[src/rtl/issue_ctrl_pkg.sv]
// issue_ctrl_pkg: opcode classes, FSM states and decoded-op encodings for the issue stage
package issue_ctrl_pkg;
  localparam int OPT_W = 7;
  localparam logic [6:0] OPC_LUI    = 7'b0110111;
  localparam logic [6:0] OPC_AUIPC  = 7'b0010111;
  localparam logic [6:0] OPC_JAL    = 7'b1101111;
  localparam logic [6:0] OPC_JALR   = 7'b1100111;
  localparam logic [6:0] OPC_BRANCH = 7'b1100011;
  localparam logic [6:0] OPC_LOAD   = 7'b0000011;
  localparam logic [6:0] OPC_STORE  = 7'b0100011;
  localparam logic [6:0] OPC_OPIMM  = 7'b0010011;
  localparam logic [6:0] OPC_OP     = 7'b0110011;
  typedef enum logic [1:0] {IS_EMPTY, IS_HELD, IS_JWAIT} is_state_t;
  typedef enum logic [1:0] {CLS_ILL, CLS_RS, CLS_LSB} cls_t;
  typedef enum logic [OPT_W-1:0] {
    OPT_NOP, OPT_LUI, OPT_AUIPC, OPT_JAL, OPT_JALR,
    OPT_BEQ, OPT_BNE, OPT_BLT, OPT_BGE, OPT_BLTU, OPT_BGEU,
    OPT_LB, OPT_LH, OPT_LW, OPT_LBU, OPT_LHU, OPT_SB, OPT_SH, OPT_SW,
    OPT_ADDI, OPT_SLTI, OPT_SLTIU, OPT_XORI, OPT_ORI, OPT_ANDI,
    OPT_SLLI, OPT_SRLI, OPT_SRAI,
    OPT_ADD, OPT_SUB, OPT_SLL, OPT_SLT, OPT_SLTU, OPT_XOR, OPT_SRL, OPT_SRA, OPT_OR, OPT_AND
  } opt_t;
  function automatic cls_t opc_cls(input logic [6:0] op);
    return (op == OPC_LOAD || op == OPC_STORE) ? CLS_LSB :
           (op inside {OPC_LUI, OPC_AUIPC, OPC_JAL, OPC_JALR, OPC_BRANCH, OPC_OPIMM, OPC_OP}) ? CLS_RS : CLS_ILL;
  endfunction
endpackage

[src/rtl/issue_ctrl_decoder.sv]
// decoder: RV32I instruction word to decoded op, register indices and immediate
module decoder import issue_ctrl_pkg::*; (
  input  logic [31:0]      inst,
  output logic [OPT_W-1:0] opt,
  output logic [4:0]       rd,
  output logic [4:0]       rs1,
  output logic [4:0]       rs2,
  output logic [31:0]      imm
);
  logic [6:0] op;
  logic [2:0] f3;
  logic       alt;
  opt_t       o;
  assign op  = inst[6:0];
  assign f3  = inst[14:12];
  assign alt = inst[30];
  assign rd  = inst[11:7];
  assign rs1 = inst[19:15];
  assign rs2 = inst[24:20];
  assign opt = o;
  // immediate by format; shift-immediates carry only the shift amount
  always_comb begin
    imm = {{21{inst[31]}}, inst[30:20]};
    if (op == OPC_LUI || op == OPC_AUIPC) imm = {inst[31:12], 12'b0};
    else if (op == OPC_JAL) imm = {{12{inst[31]}}, inst[19:12], inst[20], inst[30:21], 1'b0};
    else if (op == OPC_BRANCH) imm = {{20{inst[31]}}, inst[7], inst[30:25], inst[11:8], 1'b0};
    else if (op == OPC_STORE) imm = {{21{inst[31]}}, inst[30:25], inst[11:7]};
    else if (op == OPC_OPIMM && f3[1:0] == 2'b01) imm = {27'b0, inst[24:20]};
  end
  // operation selection from opcode, funct3 and funct7 bit 30
  always_comb begin
    o = OPT_NOP;
    case (op)
      OPC_LUI:   o = OPT_LUI;
      OPC_AUIPC: o = OPT_AUIPC;
      OPC_JAL:   o = OPT_JAL;
      OPC_JALR:  o = OPT_JALR;
      OPC_BRANCH:
        case (f3)
          3'd0: o = OPT_BEQ;
          3'd1: o = OPT_BNE;
          3'd4: o = OPT_BLT;
          3'd5: o = OPT_BGE;
          3'd6: o = OPT_BLTU;
          3'd7: o = OPT_BGEU;
          default: ;
        endcase
      OPC_LOAD:
        case (f3)
          3'd0: o = OPT_LB;
          3'd1: o = OPT_LH;
          3'd2: o = OPT_LW;
          3'd4: o = OPT_LBU;
          3'd5: o = OPT_LHU;
          default: ;
        endcase
      OPC_STORE:
        case (f3)
          3'd0: o = OPT_SB;
          3'd1: o = OPT_SH;
          3'd2: o = OPT_SW;
          default: ;
        endcase
      OPC_OPIMM:
        case (f3)
          3'd0: o = OPT_ADDI;
          3'd1: o = OPT_SLLI;
          3'd2: o = OPT_SLTI;
          3'd3: o = OPT_SLTIU;
          3'd4: o = OPT_XORI;
          3'd5: o = alt ? OPT_SRAI : OPT_SRLI;
          3'd6: o = OPT_ORI;
          default: o = OPT_ANDI;
        endcase
      OPC_OP:
        case (f3)
          3'd0: o = alt ? OPT_SUB : OPT_ADD;
          3'd1: o = OPT_SLL;
          3'd2: o = OPT_SLT;
          3'd3: o = OPT_SLTU;
          3'd4: o = OPT_XOR;
          3'd5: o = alt ? OPT_SRA : OPT_SRL;
          3'd6: o = OPT_OR;
          default: o = OPT_AND;
        endcase
      default: ;
    endcase
  end
endmodule

[src/rtl/issue_ctrl.sv]
// issue_ctrl: single-entry in-order issue stage feeding ROB plus RS or LSB
module issue_ctrl import issue_ctrl_pkg::*; #(
  parameter int ROB_TAG_W = 4
) (
  input  logic                 clk_in,
  input  logic                 rst_in,
  input  logic                 rdy_in,
  input  logic                 iq_valid,
  input  logic [31:0]          iq_inst,
  input  logic [31:0]          iq_pc,
  input  logic                 iq_pred,
  output logic                 iq_pop,
  input  logic                 rob_full,
  input  logic [ROB_TAG_W-1:0] rob_tag,
  input  logic                 rs_full,
  input  logic                 lsb_full,
  input  logic                 rob_flush,
  input  logic                 jalr_done,
  output logic                 rob_issue,
  output logic                 rs_issue,
  output logic                 lsb_issue,
  output logic [OPT_W-1:0]     iss_opt,
  output logic [4:0]           iss_rd,
  output logic [4:0]           iss_rs1,
  output logic [4:0]           iss_rs2,
  output logic [31:0]          iss_imm,
  output logic [31:0]          iss_pc,
  output logic                 iss_pred,
  output logic [ROB_TAG_W-1:0] iss_tag
);
  is_state_t   state;
  logic [31:0] h_inst, h_pc;
  logic        h_pred, h_jalr, tgt_full, go, live;
  cls_t        h_cls, q_cls;
  assign h_cls     = opc_cls(h_inst[6:0]);
  assign q_cls     = opc_cls(iq_inst[6:0]);
  assign h_jalr    = h_inst[6:0] == OPC_JALR;
  assign tgt_full  = h_cls == CLS_LSB ? lsb_full : rs_full;
  assign live      = ~rst_in & rdy_in & ~rob_flush;
  assign go        = live & (state == IS_HELD) & ~rob_full & ~tgt_full;
  assign iq_pop    = live & iq_valid & ((state == IS_EMPTY) | (go & ~h_jalr));
  assign rob_issue = go;
  assign rs_issue  = go & (h_cls == CLS_RS);
  assign lsb_issue = go & (h_cls == CLS_LSB);
  assign iss_pc    = h_pc;
  assign iss_pred  = h_pred;
  assign iss_tag   = rob_tag;
  decoder u_dec (
    .inst(h_inst),
    .opt (iss_opt),
    .rd  (iss_rd),
    .rs1 (iss_rs1),
    .rs2 (iss_rs2),
    .imm (iss_imm)
  );
  // a pop refills the slot (illegal words land in EMPTY and are never issued); a JALR parks in JWAIT
  always_ff @(posedge clk_in) begin
    if (rst_in | rob_flush) begin
      state  <= IS_EMPTY;
      h_inst <= '0;
      h_pc   <= '0;
      h_pred <= 1'b0;
    end else if (iq_pop) begin
      state  <= q_cls == CLS_ILL ? IS_EMPTY : IS_HELD;
      h_inst <= iq_inst;
      h_pc   <= iq_pc;
      h_pred <= iq_pred;
    end else if (go) begin
      state <= h_jalr ? IS_JWAIT : IS_EMPTY;
    end else if (rdy_in & (state == IS_JWAIT) & jalr_done) begin
      state <= IS_EMPTY;
    end
  end
endmodule
[config.mk]
export PLATFORM = sky130hd
export DESIGN_NAME = issue_ctrl
export DESIGN_NICKNAME = d
export VERILOG_FILES = /design/src/rtl/issue_ctrl_pkg.sv /design/src/rtl/issue_ctrl_decoder.sv /design/src/rtl/issue_ctrl.sv
export SDC_FILE = /design/constraint.sdc
export NUM_CORES = 1
export LEC_CHECK = 0
export ABC_AREA = 1
export BUFFER_PORTS_ARGS = -buffer_cell sky130_fd_sc_hd__buf_2
export CORE_MARGIN = 2
export CORE_UTILIZATION = 44
export CTS_CLUSTER_DIAMETER = 200
export DETAILED_ROUTE_END_ITERATION = 6
export PLACE_DENSITY = 0.83
export SLEW_MARGIN = 10
export SYNTH_ARGS = -nofsm -noshare
export SYNTH_HDL_FRONTEND = slang
export SYNTH_HIERARCHICAL = 1
export SYNTH_SLANG_ARGS = --single-unit
[constraint.sdc]
create_clock -name clk_in -period 1.66 [get_ports clk_in]
set_input_delay 0.166 -clock clk_in [delete_from_list [all_inputs] [get_ports clk_in]]
set_output_delay 0.166 -clock clk_in [all_outputs]
set_load 0.03 [all_outputs]
======== Word level (Yosys, flattened, before mapping) ========
Cells that the tools add are included.
cells by class
  eq/ne operators ......................... 30
  multiplexer cells ....................... 24
  bitwise gates (word level) .............. 19
  reductions and logical operators ........ 10
operator list
  kind                                                  count
  two-way mux 32 bit                                    5
  one-hot mux 7 bit (7 select lines)                    2
  one-hot mux 7 bit (9 select lines)                    1
  equality test 7 x 6 -> 1 bit (second input constant)  6
  equality test 7 bit (second input constant)           6
  equality test 7 x 5 -> 1 bit (second input constant)  4
  one-hot mux 4 bit (6 select lines)                    1
  one-hot mux 4 bit (5 select lines)                    1
  one-hot mux 5 bit (3 select lines)                    1
  equality test 7 x 2 -> 1 bit (second input constant)  2
  nonzero test 7 bit                                    2
  AND 1 bit                                             12
  equality test 3 bit (second input constant)           4
  two-way mux 2 bit                                     6
  two-way mux 1 bit                                     7
  equality test 2 x 1 -> 1 bit (second input constant)  3
  equality test 3 x 2 -> 1 bit (second input constant)  2
  inverter 1 bit                                        5
  equality test 2 bit (second input constant)           2
  zero test 2 bit                                       2
  equality test 3 x 1 -> 1 bit (second input constant)  1
  zero test 3 bit                                       1
  logical OR 1 bit                                      3
  nonzero test 3 bit                                    1
  other kinds (2)                                       3
word-level totals
  register bits ........................... 67
  input port bits ......................... 78
  output and inout port bits .............. 95
  word-level logic and storage cells ...... 87

======== Logic depth before layout (Yosys ltp) ========
  depth in word-level cells ............... 12
  gate-level depth with buffers ........... 11
  gate-level depth less buffers ........... 9

======== Modules after synthesis ========
Netlist, hierarchy kept.
modules (own cells, without submodules)
  module      times used  cells an instance  area each (um^2)  seq. area each (um^2)
  issue_ctrl  1           476                3,156.8           1,341.3
  decoder     1           205                1,117.3           0.0

======== Worst setup path before layout ========
Ideal clock, no wire load.
  path type ............................... input to output
  start point ............................. input port rob_flush
  end point ............................... output port iq_pop
  arrival time ............................ 1.725 ns
  required time ........................... 1.494 ns
  slack ................................... -0.231 ns
  stages on the path ...................... 6
  buffers on the path ..................... 2
  cell sequence ........................... nor2_2 nand2_1 nor2_1 buf_2 buf_2 a21boi_0
on the way
  word-level cells in the longest chain between the ends .. 8
  elaborated cells between the ends (all ways) .. 9
  classes of those cells .................. 9 x bitwise
RTL lines
  what                    RTL line          source
  start, declared         issue_ctrl.sv:17  input logic rob_flush,
  inverter 1 bit (*)      issue_ctrl.sv:39  assign live = ~rst_in & rdy_in & ~rob_flush;
  AND 1 bit (*)           issue_ctrl.sv:39
  AND 1 bit (3 in a row)  issue_ctrl.sv:40  assign go = live & (state == IS_HELD) & ~rob_full & ~tgt_full;
  AND 1 bit               issue_ctrl.sv:41  assign iq_pop = live & iq_valid & ((state == IS_EMPTY) | (go & ~h_jalr));
  OR 1 bit                issue_ctrl.sv:41
  AND 1 bit (*)           issue_ctrl.sv:41
  end, declared           issue_ctrl.sv:12  output logic iq_pop,
Mark *: on every way between the ends. The rest lies on a longest branch, timed or not.

======== Final worst setup path ========
  start point ............................. register h_inst[4]
  end point ............................... output port iss_imm[19]
on the way
  word-level cells in the longest chain between the ends .. 7
  elaborated cells between the ends (all ways) .. 13
  classes of those cells .................. 6 x eq/ne; 5 x mux; 2 x reduce/logical
RTL lines
  what                          RTL line                  source
  start, declared               issue_ctrl.sv:32          logic [31:0] h_inst, h_pc;
  start signal, assigned        issue_ctrl.sv:65          h_inst <= iq_inst;
  equality test 7 x 5 -> 1 bit  issue_ctrl_decoder.sv:28  else if (op == OPC_OPIMM && f3[1:0] == 2'b01) imm = {27'b0, inst[24:20]};
  logical AND 1 bit             issue_ctrl_decoder.sv:28
  two-way mux 32 bit            issue_ctrl_decoder.sv:28
  two-way mux 32 bit            issue_ctrl_decoder.sv:27  else if (op == OPC_STORE) imm = {{21{inst[31]}}, inst[30:25], inst[11:7]};
  two-way mux 32 bit            issue_ctrl_decoder.sv:26  else if (op == OPC_BRANCH) imm = {{20{inst[31]}}, inst[7], inst[30:25], inst[11:8], 1'b0};
  two-way mux 32 bit            issue_ctrl_decoder.sv:25  else if (op == OPC_JAL) imm = {{12{inst[31]}}, inst[19:12], inst[20], inst[30:21], 1'b0};
  two-way mux 32 bit (*)        issue_ctrl_decoder.sv:24  if (op == OPC_LUI || op == OPC_AUIPC) imm = {inst[31:12], 12'b0};
  end, declared                 issue_ctrl.sv:26          output logic [31:0] iss_imm,
Marks and branches as above.

==> flow_summary.ini <==
[run_status]
status = finished with violations
violations = negative setup slack

[yosys]
yosysMostFrequentCell = nand2_1
ys_seq_elements = 67
synth_cell_types = 33
ys.flop_type = dfxtp_1
seq_area_frac_synth_pct = 31.4
yosys.area.top_type = dfxtp_1
syn_inst = 681
yosysWarningCount = 6
synth_edf_count = 0
synth_nets = 759
synth_common_cells = nand2_1 (129), inv_1 (97), nor2_1 (94), nand3_1 (84), a21oi_1 (74)
yosys-top-cells-area = dfxtp_1 (31%), nand2_1 (11%), nand3_1 (9.8%)
async_reset_ff_share_pct = 0
syn_area_sq_um = 4270
synth_top_area_share_pct = 31.4
synth_area_per_cell_sq_um = 6.28

[global_route]
gr-total-overflow = 0
grt_max_degree = 67
grt_pass1_wl_mm = 19.3
grt_antenna_before_repair = 1
grt_pass1_vias = 4070
groute.usage.overall_pct = 23.0

[clocking]
clk_latency_ns = 0.34
cts.hold.buffers_added = 0
clock_path_buffers = 2
clk_pin_slew_ns = 0.08
cts_tree = done
root_buffer = clkbuf_8
clkSinkCount = 67
cts_inserted_buffers = 9
htreeDepth = 3

[flow_run]
max-cap-violations = 0

[floorplan]
initial_core_util_pct = 45.8
rows = 35
die_x_microns = 103
core_area_sq_um = 9330
die_area_sq_um = 10500
boundaryPins = 173
die_h_microns = 103

[sta]
max_slew_margin_pct = 55.3
timing_hold_violations_final = 0
fin_crit_sh_pct = 112
rsz0062_at_grt = true
finalSetupViolCount = 91
worst_slack_ns = -0.197
fmaxAchievable_ghz = 0.539
worstMarginPinSlew_ns = 0.670
maxSlewViolCount = 0
clock_skew_ns = 0.00854
final.min_clock_period_ns = 1.86

[worst_setup_path]
critPathMostFrequentCell = nand2_8
r2r_cells = 10
r2r-end = h_inst[16]
worst_path_dominant_cell_family = simple AND/OR/NAND/NOR gates
worst_path_largest_cell_delay_ns = 0.38
startpoint_type = flip-flop
path_cells = inv_4, nor2_2, buf_4, nand2_4, nand2_8, inv_8, nand2_8, nand2_1, buf_6
worstSetupEndpointType = output port
path_class = flip-flop to output port
cp_max_fo = 8
r2r_slack_ns = -0.10
crit_slowest_cell = dfxtp_4
r2r_start = h_inst[2]
worstPathRequired_ns = 1.49
arrival_ns = 1.69
critPathBufInv = 4

[placement]
io_buffers = 163
place_congestion = 0.923
placed_cells = 938
hpwl_mm = 8.29
place_ws_ns = -0.00967

[detailed_routing]
via_count = 4745
post_drt_wl_per_cell_microns = 12.8
via_per_inst = 4.89
drc = 0
dr.pass1.iters = 5
postRouteAntennaNets = 0
drt_iter0_drc = 227
wirelength_mm = 12.5

[pwr]
p_per_area_nw_per_um2 = 573
finalPower_w = 0.00341
leakagePower_nw = 2.97
vdd_drop_max_mv = 0.439

[layout]
multi_input_area_sq_um = 2310
syn_to_final_growth_pct = 39.1
drive_gt1_share_pct = 35.8
fillers = 832
seqCellArea_sq_um = 1360
fin_nets = 914
instances_no_fill = 971

[hold_path]
worst_hold_path.num_cells = 5
worstHoldPathType = input pin to flip-flop
min-delay-start = iq_pc[1]
hold_end = iss_pc[1]
[routing by layer]
| layer | share of wire, % | up-vias | track usage [%] |
|---|---|---|---|
| li1 | - | 2417 | - |
| met1 | 42 | 2134 | 28.5 |
| met2 | 49 | 172 | 39.4 |
| met3 | 7.6 | 22 | 6.17 |
| met4 | 1.6 | 0 | 6.26 |
| met5 | 0 | - | 0 |
[layout make-up]
cell class	count	area share [%]
antenna	1	0.0421
clock buffer	11	2.21
clock inverter	5	0.905
inverter	106	7.09
multi-input combinational	448	38.9
sequential	67	22.9
tap	129	2.72
timing repair buffer	204	25.2
[what timing repair did]
item	CTS	global route
pin swaps	15	12
endpoints found under the setup margin	95	108
setup buffers	7	4
gates resized for setup	118	13
cloned	4	1
hold endpoints to repair	0	0
[metrics by stage]
step	cell area [sq um]	setup TNS (ns)	util, %	hold slack (ns)
floorplan	4280	-0.0689	-	0.385
global placement	5110	0	54.8	0.332
detailed placement	5110	-0.0104	54.8	0.332
CTS	5840	-8.56	62.6	0.128
global route	5940	-20.76	63.7	0.139
finish	5940	-9.77	63.7	0.135
[kinds of logic after synthesis]
kind of cell / Yosys count / synth area share (%)
AO/OA/AOI/OAI: 98 / 12.5
flip-flops: 67 / 31.4
other: 1 / 0.0877
AND/OR/NAND/NOR: 348 / 37.1
buffers and inverters: 167 / 19.0
[worst min-delay path, delay by kind of cell]
kind / cells / cell delay, ns
buffers and inverters: 2 / 0.10
and+or+nand+nor: 3 / 0.16
[worst max-delay path by stage]
stage | from | to | slack [ns] | depth (start not counted)
finish | h_inst[4] | iss_imm[19] | -0.20 | 9
global route | h_inst[2] | iq_pop | -0.28 | 7
CTS | h_inst[1] | iss_imm[18] | -0.20 | 8
detailed placement | h_inst[3] | iss_pc[18] | -0.01 | 9
global placement | h_inst[3] | h_inst[30] | 0.05 | 9
floorplan | h_inst[3] | iss_imm[10] | -0.01 | 4
[placed cells by master (no fill, tap or decap), types with 6 or more instances in the layout]
cell type,Yosys,final
buf_2,14,123
nand2_1,129,118
inv_1,97,96
nor2_1,94,86
nand3_1,84,80
a21oi_1,74,71
dfxtp_1,67,58
buf_4,30,41
buf_6,4,31
nand2_2,7,14
o21ai_2,9,10
clkbuf_8,0,9
nor2_2,6,8
nor2_4,2,8
nand4_1,6,6
nor3_1,8,6
nand2_4,4,6
dfxtp_2,0,6
o21ai_1,6,6
[state kept, by name, indices dropped and copies added, names as in the netlist]
signal and flops:
h_inst 32, iss_pc 32, iss_pred 1, state 2
[power breakdown]
part	switching [W]	total (W)	leakage, nW	internal, W
registers	0.0000189	0.00164	0.547	0.00162
clock network	0.000630	0.00132	0.0971	0.000690
logic	0.000255	0.000442	2.32	0.000187
Note: power is estimated with default switching activity, not from simulation.
